### config.mk
export PLATFORM = sky130hd
export DESIGN_NAME = instr_fetch
export DESIGN_NICKNAME = d
export VERILOG_FILES = /design/src/rtl/instr_fetch.sv
export SDC_FILE = /design/constraint.sdc
export NUM_CORES = 1
export LEC_CHECK = 0
export BUFFER_PORTS_ARGS = -buffer_cell sky130_fd_sc_hd__buf_2
export CORE_MARGIN = 10
export CORE_UTILIZATION = 46
export CTS_CLUSTER_SIZE = 14
export DETAILED_ROUTE_END_ITERATION = 8
export GPL_TIMING_DRIVEN = 0
export PLACE_DENSITY = 0.76
export SETUP_SLACK_MARGIN = 0.02
export SYNTH_ARGS = -nofsm -noshare
export SYNTH_HDL_FRONTEND = slang
export SYNTH_SLANG_ARGS = --single-unit
### constraint.sdc
create_clock -name clk -period 1.8 [get_ports clk]
set_input_delay 0.36 -clock clk [delete_from_list [all_inputs] [get_ports clk]]
set_output_delay 0.36 -clock clk [all_outputs]
set_load 0.01 [all_outputs]
### src/rtl/instr_fetch.sv
// RV32I fetch stage. It owns the PC, drives the instruction ROM address and
// registers the returned word, its PC and PC+4 into the IF/ID stage.
//
// state | meaning
// BOOT  | one settle cycle after reset; PC and IF/ID held, inputs ignored
// RUN   | normal fetch: redirect > misaligned halt > stall > capture
// HALT  | misaligned redirect seen; everything frozen until reset
module instr_fetch #(
  parameter logic [31:0] RESET_PC  = 32'h0000_0000,
  parameter logic [31:0] NOP_INSTR = 32'h0000_0013
) (
  input  logic        clk,
  input  logic        reset_n,
  input  logic        stall,
  input  logic        redirect,
  input  logic [31:0] redirect_pc,
  output logic [31:0] instr_rAddr,
  input  logic [31:0] instr_code,
  output logic        id_valid,
  output logic [31:0] id_pc,
  output logic [31:0] id_pc_plus4,
  output logic [31:0] id_instr,
  output logic        misalign_err,
  output logic [31:0] fetch_count
);

  typedef enum logic [1:0] {
    BOOT = 2'd0,
    RUN  = 2'd1,
    HALT = 2'd2
  } state_t;

  state_t      state_q, state_d;
  logic [31:0] pc_q, pc_d;
  logic        id_valid_q, id_valid_d;
  logic [31:0] id_pc_q, id_pc_d;
  logic [31:0] id_pc_plus4_q, id_pc_plus4_d;
  logic [31:0] id_instr_q, id_instr_d;
  logic        misalign_q, misalign_d;
  logic [31:0] fetch_count_q, fetch_count_d;
  logic        target_ok;

  assign target_ok = (redirect_pc[1:0] == 2'b00);

  always_ff @(posedge clk or negedge reset_n) begin
    if (!reset_n) state_q <= BOOT;
    else          state_q <= state_d;
  end

  always_comb begin
    state_d = state_q;
    case (state_q)
      BOOT:    state_d = RUN;
      RUN:     if (redirect && !target_ok) state_d = HALT;
      HALT:    state_d = HALT;
      default: state_d = BOOT;
    endcase
  end

  // Redirect wins over stall; a misaligned target freezes the PC for good.
  always_comb begin
    pc_d          = pc_q;
    id_valid_d    = id_valid_q;
    id_pc_d       = id_pc_q;
    id_pc_plus4_d = id_pc_plus4_q;
    id_instr_d    = id_instr_q;
    misalign_d    = misalign_q;
    fetch_count_d = fetch_count_q;
    if (state_q == RUN) begin
      if (redirect) begin
        id_valid_d = 1'b0;
        id_instr_d = NOP_INSTR;
        if (target_ok) pc_d = redirect_pc;
        else           misalign_d = 1'b1;
      end else if (!stall) begin
        id_pc_d       = pc_q;
        id_pc_plus4_d = pc_q + 32'd4;
        id_instr_d    = instr_code;
        id_valid_d    = 1'b1;
        pc_d          = pc_q + 32'd4;
        fetch_count_d = fetch_count_q + 32'd1;
      end
    end
  end

  always_ff @(posedge clk or negedge reset_n) begin
    if (!reset_n) begin
      pc_q          <= RESET_PC;
      id_valid_q    <= 1'b0;
      id_pc_q       <= 32'd0;
      id_pc_plus4_q <= 32'd0;
      id_instr_q    <= NOP_INSTR;
      misalign_q    <= 1'b0;
      fetch_count_q <= 32'd0;
    end else begin
      pc_q          <= pc_d;
      id_valid_q    <= id_valid_d;
      id_pc_q       <= id_pc_d;
      id_pc_plus4_q <= id_pc_plus4_d;
      id_instr_q    <= id_instr_d;
      misalign_q    <= misalign_d;
      fetch_count_q <= fetch_count_d;
    end
  end

  assign instr_rAddr  = pc_q;
  assign id_valid     = id_valid_q;
  assign id_pc        = id_pc_q;
  assign id_pc_plus4  = id_pc_plus4_q;
  assign id_instr     = id_instr_q;
  assign misalign_err = misalign_q;
  assign fetch_count  = fetch_count_q;

endmodule

**Word-level counts from Yosys, hierarchy flattened**

Index checks and enable logic that the tools add are counted.

- Register bits after elaboration: 164
- Bits in latches: 0
- RAM bits: 0
- Memory bits (read-only): 0
- Bits of input ports: 68
- Output and inout bits: 162
- Word-level logic and storage cells: 35
- Memories: 0

- Add/subtract/negate cells: 2
- $mul: 0
- Divide/modulo/power cells: 0
- Order comparisons: 0
- Equal/unequal tests: 5
- Shift operators: 0
- Mux-type cells: 9
- Bitwise gates (word level): 3
- Reduce and logical (&&, ||, !) cells: 8

Operators by type and width:

| kind | count |
|---|---|
| 32-bit 2-to-1 mux | 5 |
| 32-bit by 1-bit adder with 32-bit output, second input constant | 1 |
| 32-bit by 3-bit adder with 32-bit output, second input constant | 1 |
| 3-bit AND reduction | 3 |
| 2-bit one-hot mux with 3 select lines | 1 |
| 2-bit logical NOT | 2 |
| 2-bit by 1-bit != test with 1-bit output, second input constant | 2 |
| 1-bit inverter | 3 |
| 2-bit by 1-bit equality test with 1-bit output, second input constant | 1 |
| 2-bit equality test, second input constant | 1 |
| 1-bit 2-to-1 mux | 2 |
| 2-bit 2-to-1 mux | 1 |
| 2-bit != test, second input constant | 1 |
| 2-bit AND reduction | 1 |
| 1-bit logical AND | 1 |
| 1-bit logical NOT | 1 |

**Depth between registers and ports, before layout**

- Word-level depth: 5
- Mapped depth: 9
- Depth with buffers taken out: 7

**Least setup slack after synthesis**

OpenSTA, ideal clock, no wires.

- Path type: reg-to-reg
- Start: register pc_q[2] (netlist: instr_rAddr[2])
- End: register pc_q[16] (netlist: instr_rAddr[16])
- Library setup time: 0.123 ns
- Arrival: 1.955 ns
- Data required time: 1.677 ns
- Slack: -0.278 ns
- Stages on the path, launching flop included: 9
- Buffers on the path: 2
- Clock period less this slack: 2.078 ns
- Cells stage by stage: dfrtp_1 > ha_1 > and3_1 > buf_2 > and3_1 > buf_4 > and4_1 > o21a_1 > o221a_2

- Word-level cells in the longest chain between the ends: 3

Ends and longest elaborated chain:

| item | line | RTL |
|---|---|---|
| start: declaration | 34 | `logic [31:0] pc_q, pc_d;` |
| start signal: assignment | 96 | `pc_q <= pc_d;` |
| 32-bit by 3-bit adder with 32-bit output | 80 | `pc_d = pc_q + 32'd4;` |
| 32-bit 2-to-1 mux | 75 | `end else if (!stall) begin` |
| 32-bit 2-to-1 mux | 70 | `if (redirect) begin` |

Every way passes these cells. The select of a mux whose other input is x is not followed.
A chain may end at the register's enable or synchronous reset.

**Worst setup path in the final report**

- Start: register state_q[1]
- End: register pc_q[24] (netlist: instr_rAddr[24])

- Word-level cells in the longest chain between the ends: 2

Ends and longest elaborated chain:

| item | line | RTL |
|---|---|---|
| start: declaration | 33 | `state_t state_q, state_d;` |
| start signal: assignment | 47 | `else state_q <= state_d;` |
| 2-bit by 1-bit equality test with 1-bit output | 69 | `if (state_q == RUN) begin` |
| 3-bit AND reduction (no line) | n/a |  |

Every way passes these cells.

==> run summary <==
The flow ran to the end, but the final reports show violations. The checks that failed: setup timing. The number of iterations in the first detailed-routing pass is 5.

The maximum number of pins on one net before global-route repair was 85. The placed instances occupy a cell area of 0.00884 mm2. The total power divided by cell area is 1490 mW/mm2, and the global placement routability congestion is 0.913.

During placement, the flow inserted port buffers numbering 228. The synthesis-to-finish area growth is 45.6%. For the register area share after synthesis, the log shows 0.554. After detailed routing, the number of vias per cell comes to 5.69.

For the global-route wire length before repair, the log shows 39.4 mm. The H-tree was split into 4 levels. For the number of routed nets with antenna violations, the log shows 0.

The completed layout was analyzed and its total power is 0.0159 W. The logs give 6,771 for the via count of the first global-routing pass and 0.471 for the worst relative slew slack. The tree is rooted in a clkbuf_16. The die outline width works out to 146 um. When the netlist entered floorplanning its net count stood at 800. The core footprint came out at 0.0158 mm2.

The starting density of the core is 0.465, and the overall overflow remaining after global route is 0. Detailed placement ended at an HPWL of 18.1 mm. The area share of the largest cell type after synthesis was 0.543; the post-layout net count was 1,111. The share of cells above drive strength 1 is 0.447, and the maximum clock insertion buffer count is 2. The tools report the endpoint type of the worst setup path as a flop. The floorplan has 46 rows. At the later pin of the worst-skew pair, clock insertion delay measures 0.43 ns.

Number of endpoints with negative hold slack in the final report: 0. Among all flip-flop cells after synthesis, the most frequent one is dfrtp_1. STA classifies the critical path startpoint as a flop. For the count of boundary I/O pins, the log shows 230.

The tools report the final setup violation count as 28. The initial antenna violation count was 0; the sink count of the clock tree was 162. The worst path in the final design needs a cycle of 1.89 ns, including I/O delays and setup.

Post-synth design cell area: 0.00733 mm2. Counting every instance in the synthesized netlist gives 728. After synthesis, the cell types taking the most area are dfrtp_1 54%, nand2_1 8.6%, xnor2_1 4.9%. The setup slack of the critical path after layout is -0.0897 ns. The required time of the critical path was 2.07 ns. Sorting the synthesized cells by how often they occur yields 168 x nand2_1, 159 x dfrtp_1, 52 x o21ai_0. The reg-to-reg setup timing slack was -0.09 ns. Total number of vias: 7,221. The fraction of the cycle the final worst path needs is 1.05, and the count of flip-flops with a built-in enable after synthesis is 0. The floorplan step set the die height to 146 um. For this run, design rule violations remaining after detail routing come to 0. Setup repair after global routing could not meet its margin everywhere. The logs give 0.233 for the overall routing resource usage and -0.703 ns for the setup TNS after final layout. The clock-pin slew on the worst setup and hold paths is 0.07 ns. Synthesis inferred 162 register bits.

Along the worst path, the maximum fanout reaches 7. The run gives 0.0128 ns as the largest clock skew in the final design. For the standby leakage power, the log shows 5.41 nW. The logs give 0.880 mV for the largest voltage drop on the vdd net and 0.0107 mm2 for the area of all placed cells without fillers. After detailed routing, the total wire length is 27.7 mm.

Max-cap violations in this run came to 0. Registers take 0.00408 mm2. The number of buffers created by CTS is 17.

The path class of the tightest hold or removal check is primary input to flop. TritonCTS built the clock tree. The average instance in the mapped netlist occupies 10.1 um2. The number of different library cells used by synthesis comes to 57.

Most numerous cell in the Yosys netlist: nand2_1. The critical path is of the flop to flop type. For the worst setup path, the data arrival time is 2.16 ns.

The final routed wire length divided by cell count works out to 21.8 um. Timing would allow up to 0.529 GHz. Summing all multi-input logic gate instances after layout gives 0.00342 mm2. The total count of max-transition violations in the final report is 0, and the warning count from the yosys run is 0.

Proportion of register bits with asynchronous set or reset after synthesis: 1.00. The die area was 0.0214 mm2; the iteration-0 DRC count of the detailed router was 720. For the pin with the worst max-slew slack, the measured transition is 0.794 ns.

The biggest area contributor in the post-synthesis netlist is dfrtp_1. For the post-layout utilization of the core, the log shows 0.677. Counting the fill cells in the layout gives 1,228.
## sequential cells by signal, summed over array words and instances (netlist names)
signal	cells
state_q	2
misalign_err	1
id_pc	32
instr_rAddr	32
id_instr	32
fetch_count	32
id_pc_plus4	30
id_valid	1
## power breakdown
part | switching (W) | internal [W]
registers | 0.00111 | 0.00495
logic | 0.00341 | 0.00282
clock network | 0.00158 | 0.00206
## per-layer routing
metal	vias up	wire length, um	track usage
met4	0	1250	0.0836
met3	100	2680	0.0739
met5	-	0	0
met1	3553	10400	0.286
met2	398	13400	0.378
li1	3170	-	-
## worst paths after layout
path                       cells past startpoint         endpoint            start
max                                            9  instr_rAddr[24]       state_q[1]
min                                            2     id_instr[26]   instr_code[26]
max reg2reg                                    9  instr_rAddr[24]       state_q[1]
min reg2reg                                    1  fetch_count[31]  fetch_count[31]
max in group asynchronous                      3  instr_rAddr[23]          reset_n
min in group asynchronous                      2  fetch_count[30]          reset_n
## stage by stage
stage | hold slack, ns | setup slack, ns | cells
final | 0.151 | -0.0897 | 1269
after floorplan | 0.0644 | -0.0360 | 728
after global placement | 0.451 | -2.48 | 1172
after CTS | 0.142 | -0.0667 | 1224
after global routing | 0.145 | -0.148 | 1268
after detailed placement | 0.392 | -0.636 | 1173
## cells by family after synthesis
family / after synthesis / synth area share
AOI/OAI and AO/OA: 151 / 0.137
buffers and inverters: 60 / 0.0362
and+or+nand+nor: 294 / 0.198
xor gates and xnor gates: 56 / 0.0669
DFF: 162 / 0.554
adders and majority gates: 4 / 0.00683
muxes: 1 / 0.00137
## layout by cell type, fill, tap and decap left out, types with 5 or more instances in the layout
cell type  instances
dfrtp_1          143
nor3_4             5
inv_1              9
a31oi_1            5
a21oi_1           16
o21ai_2           13
nand3_1           13
nand4_1           19
a22o_1            31
a22oi_1            5
nand3_2            7
nand3_4            5
dfrtp_2           16
nand2_4            5
o22ai_1            5
o21ai_0           14
clkbuf_1           7
buf_6             12
buf_2            231
xnor2_1           40
and2_1             5
clkbuf_2           6
nand2_1          146
clkbuf_16         26
nor2_1            23
and3_1             5
nand2_2           16
inv_6              5
buf_4             58
and4_1             7
buf_8              5
xor2_1            15
nor3_1             5
o21ai_1           29
## what timing repair did
| action | 4_1_cts | 5_1_grt |
|---|---|---|
| setup buffers | 15 | 41 |
| hold buffers | 1 | 0 |
| cloned | 4 | 4 |
| resized for setup | 124 | 111 |
| setup endpoints to repair | 154 | 126 |
| pin swaps | 18 | 39 |
| hold endpoints to repair | 75 | 0 |
## worst max-delay path, stage by stage (launching register included)
cell	delay, ns
dfrtp_1	0.38
inv_2	0.08
ha_4	0.14
or3b_4	0.42
buf_12	0.16
nand2_8	0.11
buf_4	0.12
nor2_1	0.03
a31oi_1	0.15
o311ai_1	0.13
## layout make-up
type | instances | area share
plain buffers | 48 | 0.0473
diodes | 1 | 0.000234
flip-flops and latches | 162 | 0.382
multi-input cells | 506 | 0.321
clock buffers | 17 | 0.0399
repair buffers | 294 | 0.166
well taps | 216 | 0.0253
clock inverters | 15 | 0.0147
inverters | 10 | 0.00352
No activity file was read; power rests on OpenSTA's default activity.
